==> src/rtl/ccip_mmio_csr_rsp.sv <==
// AFU MMIO CSR responder: feature header, scratch/control/status registers and a queued read-completion path.
// Optional macro MMIO_CYCLE_COUNTER_EN adds the free-running CYCLE_CNT register at byte offset 0x40.
module ccip_mmio_csr_rsp #(
    parameter int          RDQ_DEPTH  = 4,
    parameter logic [63:0] AFU_DFH    = 64'h1000_0000_0000_1000,
    parameter logic [63:0] AFU_GUID_L = 64'h0,
    parameter logic [63:0] AFU_GUID_H = 64'h0
) (
    input  logic        pClk,
    input  logic        pck_cp2af_softReset_n,
    input  logic        mmio_rd_valid_i,
    input  logic        mmio_wr_valid_i,
    input  logic [15:0] mmio_addr_i,
    input  logic [1:0]  mmio_len_i,
    input  logic [8:0]  mmio_tid_i,
    input  logic [63:0] mmio_wdata_i,
    output logic        rsp_valid_o,
    output logic [8:0]  rsp_tid_o,
    output logic [63:0] rsp_data_o,
    input  logic        rsp_ready_i,
    output logic        ctrl_start_o,
    output logic        ctrl_enable_o,
    input  logic [31:0] status_i,
    output logic        rd_overflow_o
);

    localparam int PTR_W = $clog2(RDQ_DEPTH);
    localparam int CNT_W = PTR_W + 1;

    // Register indices are 8-byte slots, i.e. the DWORD address with bit 0 dropped.
    localparam logic [14:0] IDX_DFH     = 15'd0;
    localparam logic [14:0] IDX_GUID_L  = 15'd1;
    localparam logic [14:0] IDX_GUID_H  = 15'd2;
    localparam logic [14:0] IDX_SCRATCH0 = 15'd4;
    localparam logic [14:0] IDX_SCRATCH1 = 15'd5;
    localparam logic [14:0] IDX_CTRL    = 15'd6;
    localparam logic [14:0] IDX_STATUS  = 15'd7;
    localparam logic [14:0] IDX_CYCLE   = 15'd8;

    typedef struct packed {
        logic [15:0] addr;
        logic [1:0]  len;
        logic [8:0]  tid;
    } rdq_entry_t;

    rdq_entry_t       rdq_mem [RDQ_DEPTH];
    rdq_entry_t       head;
    logic [PTR_W-1:0] wr_ptr;
    logic [PTR_W-1:0] rd_ptr;
    logic [CNT_W-1:0] rdq_count;
    logic             rdq_empty;
    logic             rdq_full;
    logic             load_rsp;
    logic             pop;
    logic             push;

    logic [63:0] scratch0;
    logic [63:0] scratch1;
    logic [14:0] wr_idx;
    logic [63:0] wr_mask;
    logic [63:0] wr_data;
    logic [14:0] rd_idx;
    logic [63:0] reg_val;
    logic [63:0] rd_data;

`ifdef MMIO_CYCLE_COUNTER_EN
    logic [63:0] cycle_cnt;
`endif

    assign rdq_empty = (rdq_count == '0);
    assign rdq_full  = (rdq_count == CNT_W'(RDQ_DEPTH));
    assign load_rsp  = !rsp_valid_o || rsp_ready_i;
    assign pop       = !rdq_empty && load_rsp;
    // A pop in the same cycle frees a slot, so a full queue can still accept.
    assign push      = mmio_rd_valid_i && (!rdq_full || pop);
    assign head      = rdq_mem[rd_ptr];

    // 4B writes carry their data in the low DWORD and land in the half picked by addr[0].
    assign wr_idx  = mmio_addr_i[15:1];
    assign wr_data = (mmio_len_i == 2'd0) ? {2{mmio_wdata_i[31:0]}} : mmio_wdata_i;
    assign wr_mask = (mmio_len_i != 2'd0) ? 64'hFFFF_FFFF_FFFF_FFFF :
                     (mmio_addr_i[0]     ? 64'hFFFF_FFFF_0000_0000 : 64'h0000_0000_FFFF_FFFF);

    always_ff @(posedge pClk) begin
        if (push) begin
            rdq_mem[wr_ptr] <= '{addr: mmio_addr_i, len: mmio_len_i, tid: mmio_tid_i};
        end
    end

    always_ff @(posedge pClk) begin
        if (!pck_cp2af_softReset_n) begin
            wr_ptr        <= '0;
            rd_ptr        <= '0;
            rdq_count     <= '0;
            rd_overflow_o <= 1'b0;
        end else begin
            if (push) wr_ptr <= wr_ptr + PTR_W'(1);
            if (pop)  rd_ptr <= rd_ptr + PTR_W'(1);
            case ({push, pop})
                2'b10:   rdq_count <= rdq_count + CNT_W'(1);
                2'b01:   rdq_count <= rdq_count - CNT_W'(1);
                default: rdq_count <= rdq_count;
            endcase
            if (mmio_rd_valid_i && !push) rd_overflow_o <= 1'b1;
        end
    end

    always_ff @(posedge pClk) begin
        if (!pck_cp2af_softReset_n) begin
            scratch0      <= '0;
            scratch1      <= '0;
            ctrl_start_o  <= 1'b0;
            ctrl_enable_o <= 1'b0;
        end else begin
            ctrl_start_o <= 1'b0;
            if (mmio_wr_valid_i) begin
                case (wr_idx)
                    IDX_SCRATCH0: scratch0 <= (scratch0 & ~wr_mask) | (wr_data & wr_mask);
                    IDX_SCRATCH1: scratch1 <= (scratch1 & ~wr_mask) | (wr_data & wr_mask);
                    IDX_CTRL: begin
                        if (wr_mask[0]) ctrl_start_o  <= wr_data[0];
                        if (wr_mask[1]) ctrl_enable_o <= wr_data[1];
                    end
                    default: ;
                endcase
            end
        end
    end

`ifdef MMIO_CYCLE_COUNTER_EN
    always_ff @(posedge pClk) begin
        if (!pck_cp2af_softReset_n) begin
            cycle_cnt <= '0;
        end else if (mmio_wr_valid_i && (wr_idx == IDX_CYCLE)) begin
            cycle_cnt <= '0;
        end else begin
            cycle_cnt <= cycle_cnt + 64'd1;
        end
    end
`endif

    // Register contents are sampled here at pop time, so earlier writes are always visible.
    always_comb begin
        rd_idx  = head.addr[15:1];
        reg_val = '0;
        case (rd_idx)
            IDX_DFH:      reg_val = AFU_DFH;
            IDX_GUID_L:   reg_val = AFU_GUID_L;
            IDX_GUID_H:   reg_val = AFU_GUID_H;
            IDX_SCRATCH0: reg_val = scratch0;
            IDX_SCRATCH1: reg_val = scratch1;
            IDX_CTRL:     reg_val = {62'h0, ctrl_enable_o, 1'b0};
            IDX_STATUS:   reg_val = {32'h0, status_i};
`ifdef MMIO_CYCLE_COUNTER_EN
            IDX_CYCLE:    reg_val = cycle_cnt;
`endif
            default:      reg_val = '0;
        endcase
        if (head.len == 2'd0) begin
            rd_data = head.addr[0] ? {2{reg_val[63:32]}} : {2{reg_val[31:0]}};
        end else begin
            rd_data = reg_val;
        end
    end

    always_ff @(posedge pClk) begin
        if (!pck_cp2af_softReset_n) begin
            rsp_valid_o <= 1'b0;
            rsp_tid_o   <= '0;
            rsp_data_o  <= '0;
        end else if (load_rsp) begin
            rsp_valid_o <= !rdq_empty;
            if (pop) begin
                rsp_tid_o  <= head.tid;
                rsp_data_o <= rd_data;
            end
        end
    end

endmodule

==> config.mk <==
export PLATFORM = sky130hd
export DESIGN_NAME = ccip_mmio_csr_rsp
export DESIGN_NICKNAME = d
export VERILOG_FILES = /design/src/rtl/ccip_mmio_csr_rsp.sv
export SDC_FILE = /design/constraint.sdc
export NUM_CORES = 1
export LEC_CHECK = 0
export BUFFER_PORTS_ARGS = -buffer_cell sky130_fd_sc_hd__clkbuf_2
export CAP_MARGIN = 20
export CORE_MARGIN = 4
export CORE_UTILIZATION = 51
export DETAILED_ROUTE_END_ITERATION = 8
export HOLD_SLACK_MARGIN = 0.12
export MAX_ROUTING_LAYER = met4
export PLACE_DENSITY_LB_ADDON = 0.15
export SLEW_MARGIN = 10
export SYNTH_ARGS = -nofsm -noshare
export SYNTH_HDL_FRONTEND = slang
export SYNTH_SLANG_ARGS = --single-unit
==> constraint.sdc <==
create_clock -name pClk -period 4.2 [get_ports pClk]
set_input_delay 0 -clock pClk [delete_from_list [all_inputs] [get_ports pClk]]
set_output_delay 0 -clock pClk [all_outputs]
set_load 0.005 [all_outputs]
==> metrics.yaml, run 1 <==
sta:
  period_minus_slack_ns: 3.34
  skew_ns: 0.0139
  final-max-slew-violation-count: 0
  hold_violations: 0
  post-route-period-util: 0.795
  finalSetupTns_ns: 0
  tightestPinTransition_ns: 1.03
  layout_setup_ws_ns: 0.860
  setup_violations: 0
  maxSlewHeadroom: 0.311
  fmax_mhz: 299
  rsz0062_at_grt: "false"
floorplanning:
  start_util: 0.520
  die_h_um: 174
  rows: 60
  pin_count: 205
  die_w_um: 174
  core_um2: 27100
  die-area_um2: 30400
layout:
  final_cell_mix: "214 x dfxtp_1, 203 x clkbuf_2, 187 x nand2_1"
  finalNetCount: 1710
  drive_gt1_frac: 0.233
  nFillCells: 2138
  area_growth_pct: 26.8
  final_common_cell: "dfxtp_1"
logic_synthesis:
  yosysWarnings: 0
  synth_area_leaders: "dfxtp_1 30%, edfxtp_1 23%, mux2i_1 5.3%"
  syn_area_um2: 14100
  syn-num-nets: 1413
  synth_edf_count: 108
  yosysTopAreaCell: "dfxtp_1"
  async_reset_ff_frac: 0
  yosysSeqAreaShare: 0.534
  ys.flop_type: "dfxtp_1"
  synth.avg_cell_area_um2: 11.0
  yosysTopAreaCellShare: 0.304
  ys_types: 53
  ys_ff_latch: 322
  synthCells: 1279
setup_path:
  path_buf_inv: 1
  criticalPathCategory: "register to register"
  critical_path.startpoint_type: "register"
  path_cells: "mux4_2 > a2111o_1 > a211oi_4 > buf_4 > a222oi_1 > a21oi_1"
  critPathTopFamily: "compound AO/OA/AOI/OAI gates"
  arrival_ns: 3.76
  max_stage_delay_ns: 0.97
  cp-end-kind: "register"
  cp_max_fo: 21
  critical_path_required_ns: 4.62
  slowest_stage: "dfxtp_1"
cts:
  post_cts_buffers: 0
  numCtsBuffers: 34
  clock_latency_ns: 0.50
  h-tree-depth: 2
  postCtsHoldBufs: 143
  clkSinkCount: 322
  path_clk_slew_ns: 0.06
  ctsResizeCount: 0
  cts_buffer_depth: 3
  tritoncts: "done"
  root_buffer: "clkbuf_16"
global_routing:
  grt.total_usage: 0.266
  grt_pass1_wl_um: 63500
  grt_pass1_vias: 11500
  grt.met1_usage: 0.346
  met2_usage: 0.429
  grt.busiest_layer: "met2"
  antenna_found_initial: 1
  grt_max_degree: 98
  grt_use_met3: 0.0487
  overflow: 0
pwr:
  swShare: 0.306
  combPwrFrac: 0.240
  p_sw_uw: 2650
  cellPowerDensity_nw_per_um2: 484
  finalPower_uw: 8670
  cellLeakagePower_uw: 0.00727
  peakVddDrop_uv: 496
  power_frac_seq: 0.431
  clockPowerShare: 0.330
  p_int_uw: 6020
drt:
  vias: 11400
  vias_per_cell: 5.79
  firstDrtPassIters: 6
  ant_nets: 0
  drc_errors: 0
  wire_per_inst_um: 20.4
  totalWireLength_um: 40200
  drt-initial-drc-count: 1255
place:
  globalplace.congestion: 0.797
  io_buffers: 204
  place_ws_ns: 0.894
  hpwl_um: 24800
run:
  cap_viol_max_count: 0
worst_hold_path:
  hold_class: "primary input to register"
outcome:
  status: "finished clean"
-- layer usage --
layer,vias up,share of wire,wire length [um]
met5,-,0,0
met4,0,0.025,996
met3,75,0.072,2880
met2,442,0.48,19300
met1,5532,0.42,17000
li1,5370,-,-
-- worst paths after layout --
check,slack (ns),depth (start not counted),from,to
worst min-delay path,0.17,5,status_i[1],rsp_data_o[1]
worst max-delay path,0.86,6,register,rsp_data_o[36]
worst max register to register,0.86,6,register,rsp_data_o[36]
worst min register to register,0.46,2,register,register
-- cell usage after synthesis (all sizes together), types with 6 or more instances --
cell,count
mux2i,74
a21boi,42
mux2,56
buf,23
and2,35
nor2,17
nor4,11
nor2b,38
mux4,15
clkbuf,89
edfxtp,108
o211ai,6
nand4,31
a31oi,32
a222oi,26
nand2,189
nor3,9
inv,11
o211a,64
dfxtp,214
a21oi,33
a41oi,27
o21ai,66
-- final cells by class --
cell class	instances	area (um^2)	area share
inverter	11	42.5	0.00238
sequential	322	7530	0.421
clock buffer	46	967	0.0541
tap	372	465	0.0260
clock inverter	13	91.3	0.00511
timing repair buffer	373	2720	0.152
multi-input combinational	834	6070	0.340
antenna	1	2.50	0.000140
-- stage by stage --
stage / util / cell area (um^2) / hold WS (ns) / std cells
detailed placement: 0.568 / 15400 / 0.230 / 1769
global route: 0.660 / 17900 / 0.209 / 1972
floorplan: - / 14100 / 0.0989 / 1279
global placement: 0.568 / 15400 / 0.220 / 1769
finish: 0.660 / 17900 / 0.167 / 1972
CTS: 0.660 / 17900 / 0.157 / 1971
-- power groups by stage --
| stage | Clock, uW | Combinational, uW | Sequential, uW |
|---|---|---|---|
| finish | 2860 | 2080 | 3730 |
| floorplan | 0 | 1270 | 3720 |
| CTS | 2920 | 2050 | 3730 |
| detailed placement | 0 | 1950 | 3790 |
| global route | 3060 | 2250 | 3760 |
| global placement | 0 | 1920 | 3790 |
-- worst min-delay path, cell delays in order --
cell	delay, ns
clkbuf_2	0.08
mux2_2	0.16
a22o_1	0.15
nand4_1	0.09
o211ai_1	0.15
-- logic make-up (layout without fill, tap and decap cells) --
group	after synthesis	in the layout	synth area share
and+or+nand+nor	359	359	0.123
other	0	1	0
xor gates and xnor gates	5	5	0.00310
buffers and inverters	123	443	0.0389
DFF	322	322	0.534
AOI/OAI and AO/OA	319	319	0.174
muxes	145	145	0.121
adders and majority gates	6	6	0.00585
(Power assumes the default switching activity.)
==> inputs of run 2 (changes only) <==
==> constraint.sdc (replaced) <==
create_clock -name pClk -period 3.4 [get_ports pClk]
set_input_delay 0 -clock pClk [delete_from_list [all_inputs] [get_ports pClk]]
set_output_delay 0 -clock pClk [all_outputs]
set_load 0.005 [all_outputs]
==> run 2 against run 1 <==
Worst hold slack got worse by 0.020 ns. Clock-buffer cell count increased by 1. Register-to-register slack got worse by 0.33 ns. Sequential share of layout area about the same. Core utilization increased by 0.051 points. Combinational power increased by 29%. Sequential cell count unchanged. Sequential power increased by 22%. Global-route usage increased by 0.68 points. Cell area about the same. Clock power increased by 27%. Largest cell class unchanged. Highest routed layer unchanged.
==> metrics.yaml, run 2 (synthesis results as in run 1) <==
cts:
  post_cts_buffers: 0
  ctsResizeCount: 0
  cts_buffer_depth: 3
  tritoncts: "done"
  root_buffer: "clkbuf_16"
  numCtsBuffers: 35
  clkSinkCount: 322
  h-tree-depth: 2
  postCtsHoldBufs: 139
  path_clk_slew_ns: 0.06
  clock_latency_ns: 0.52
global_routing:
  grt.total_usage: 0.272
  grt.busiest_layer: "met2"
  grt_use_met3: 0.0524
  overflow: 0
  grt_pass1_wl_um: 64900
  grt.met1_usage: 0.350
  grt_pass1_vias: 11600
  grt_max_degree: 110
  antenna_found_initial: 1
  met2_usage: 0.434
place:
  placed_cells: 1776
  globalplace.congestion: 0.838
  io_buffers: 204
  hpwl_um: 24800
outcome:
  status: "finished clean"
drt:
  vias_per_cell: 5.88
  drt-initial-drc-count: 1068
  firstDrtPassIters: 8
  drc_errors: 0
  vias: 11600
  totalWireLength_um: 41000
  ant_nets: 0
  wire_per_inst_um: 20.7
sta:
  period_minus_slack_ns: 2.93
  hold_violations: 0
  final-max-slew-violation-count: 0
  finalSetupTns_ns: 0
  tightestPinTransition_ns: 1.05
  skew_ns: 0.0211
  setup_violations: 0
  rsz0062_at_grt: "false"
  post-route-period-util: 0.861
  fmax_mhz: 341
  maxSlewHeadroom: 0.302
pwr:
  peakVddDrop_uv: 507
  cellPowerDensity_nw_per_um2: 607
  cellLeakagePower_uw: 0.00727
layout:
  area_growth_pct: 26.9
  final_cell_mix: "214 x dfxtp_1, 203 x clkbuf_2, 187 x nand2_1"
  drive_gt1_frac: 0.236
  fin_cells: 1978
  nFillCells: 2138
  final_common_cell: "dfxtp_1"
  finalNetCount: 1714
  postLayoutCoreUtil: 0.661
floorplanning:
  core_um2: 27100
  die_w_um: 174
  pin_count: 205
  start_util: 0.520
  die-area_um2: 30400
  rows: 60
  die_h_um: 174
worst_hold_path:
  hold_class: "primary input to register"
  min_from: "status_i[1]"
  hold-path-cell-count: 5
  whs_endpoint: "rsp_data_o[33]"
setup_path:
  cp_max_fo: 32
  regToRegEndpoint: "rsp_data_o[42]"
  arrival_ns: 3.32
  criticalPathCategory: "primary input to register"
  reg2reg_slack_ns: 0.53
  reg2reg_depth: 6
  critical_path.startpoint_type: "primary input"
  critical_path_required_ns: 3.79
  cp-end-kind: "register"
run:
  cap_viol_max_count: 0
==> run 2: cell count changes in the layout (fill, tap and decap cells not counted) <==
cell,change
buf_4,+8
clkbuf_1,+5
clkbuf_8,-4
dlygate4sd3_1,-4
inv_6,+3
clkinv_2,-2
buf_12,-1
bufinv_16,+1
clkinv_1,-1
clkinvlp_4,+1
==> run 2: area by class of cell <==
class	instances	area, um^2	area share
Sequential cell	322	7530	0.420
Inverter	11	42.5	0.00238
Timing Repair Buffer	376	2720	0.152
Clock inverter	15	141	0.00790
Multi-Input combinational cell	834	6070	0.339
Antenna cell	1	2.50	0.000140
Clock buffer	47	931	0.0520
Tap cell	372	465	0.0260
==> run 2: worst max-delay path, cell delays in order <==
cell           delay, ns
dlygate4sd3_1       0.54
clkbuf_2            0.16
nor4bb_1            0.32
nand4_1             0.19
or2_2               0.36
or3b_2              0.88
nand2_1             0.18
a21boi_0            0.11
dlygate4sd3_1       0.57
==> run 2: worst max-delay path by stage <==
stage	slack, ns	startpoint	endpoint
2_1_floorplan	0.36	rsp_valid_o	rdq_count[2]
4_1_cts	0.49	mmio_addr_i[4]	register
6_report	0.47	mmio_addr_i[3]	register
5_1_grt	0.26	mmio_addr_i[3]	register
3_3_place_gp	0.68	register	rsp_data_o[54]
3_5_place_dp	0.56	register	rsp_data_o[42]
==> run 2: stage by stage <==
stage               power, uW  setup WS (ns)  hold slack, ns  area (um^2)
floorplan                6160          0.363          0.0989        14100
global placement         7110          0.679           0.218        15400
detailed placement       7150          0.563           0.224        15400
CTS                     10900          0.492           0.141        17900
global route            11300          0.261           0.191        17900
finish                  10900          0.471           0.147        17900
==> run 2: per-layer routing <==
metal / up-vias / wire, um
met5: - / 0
met3: 111 / 3170
li1: 5394 / -
met2: 517 / 19300
met1: 5616 / 17100
met4: 0 / 1400
==> run 2: power by group <==
part	total, uW	leakage [uW]	internal (uW)	switching [uW]
Combinational	2680	0.00402	1050	1630
Sequential	4560	0.00273	4350	214
Clock	3620	0.000519	2090	1530
Total	10900	0.00727	7490	3370
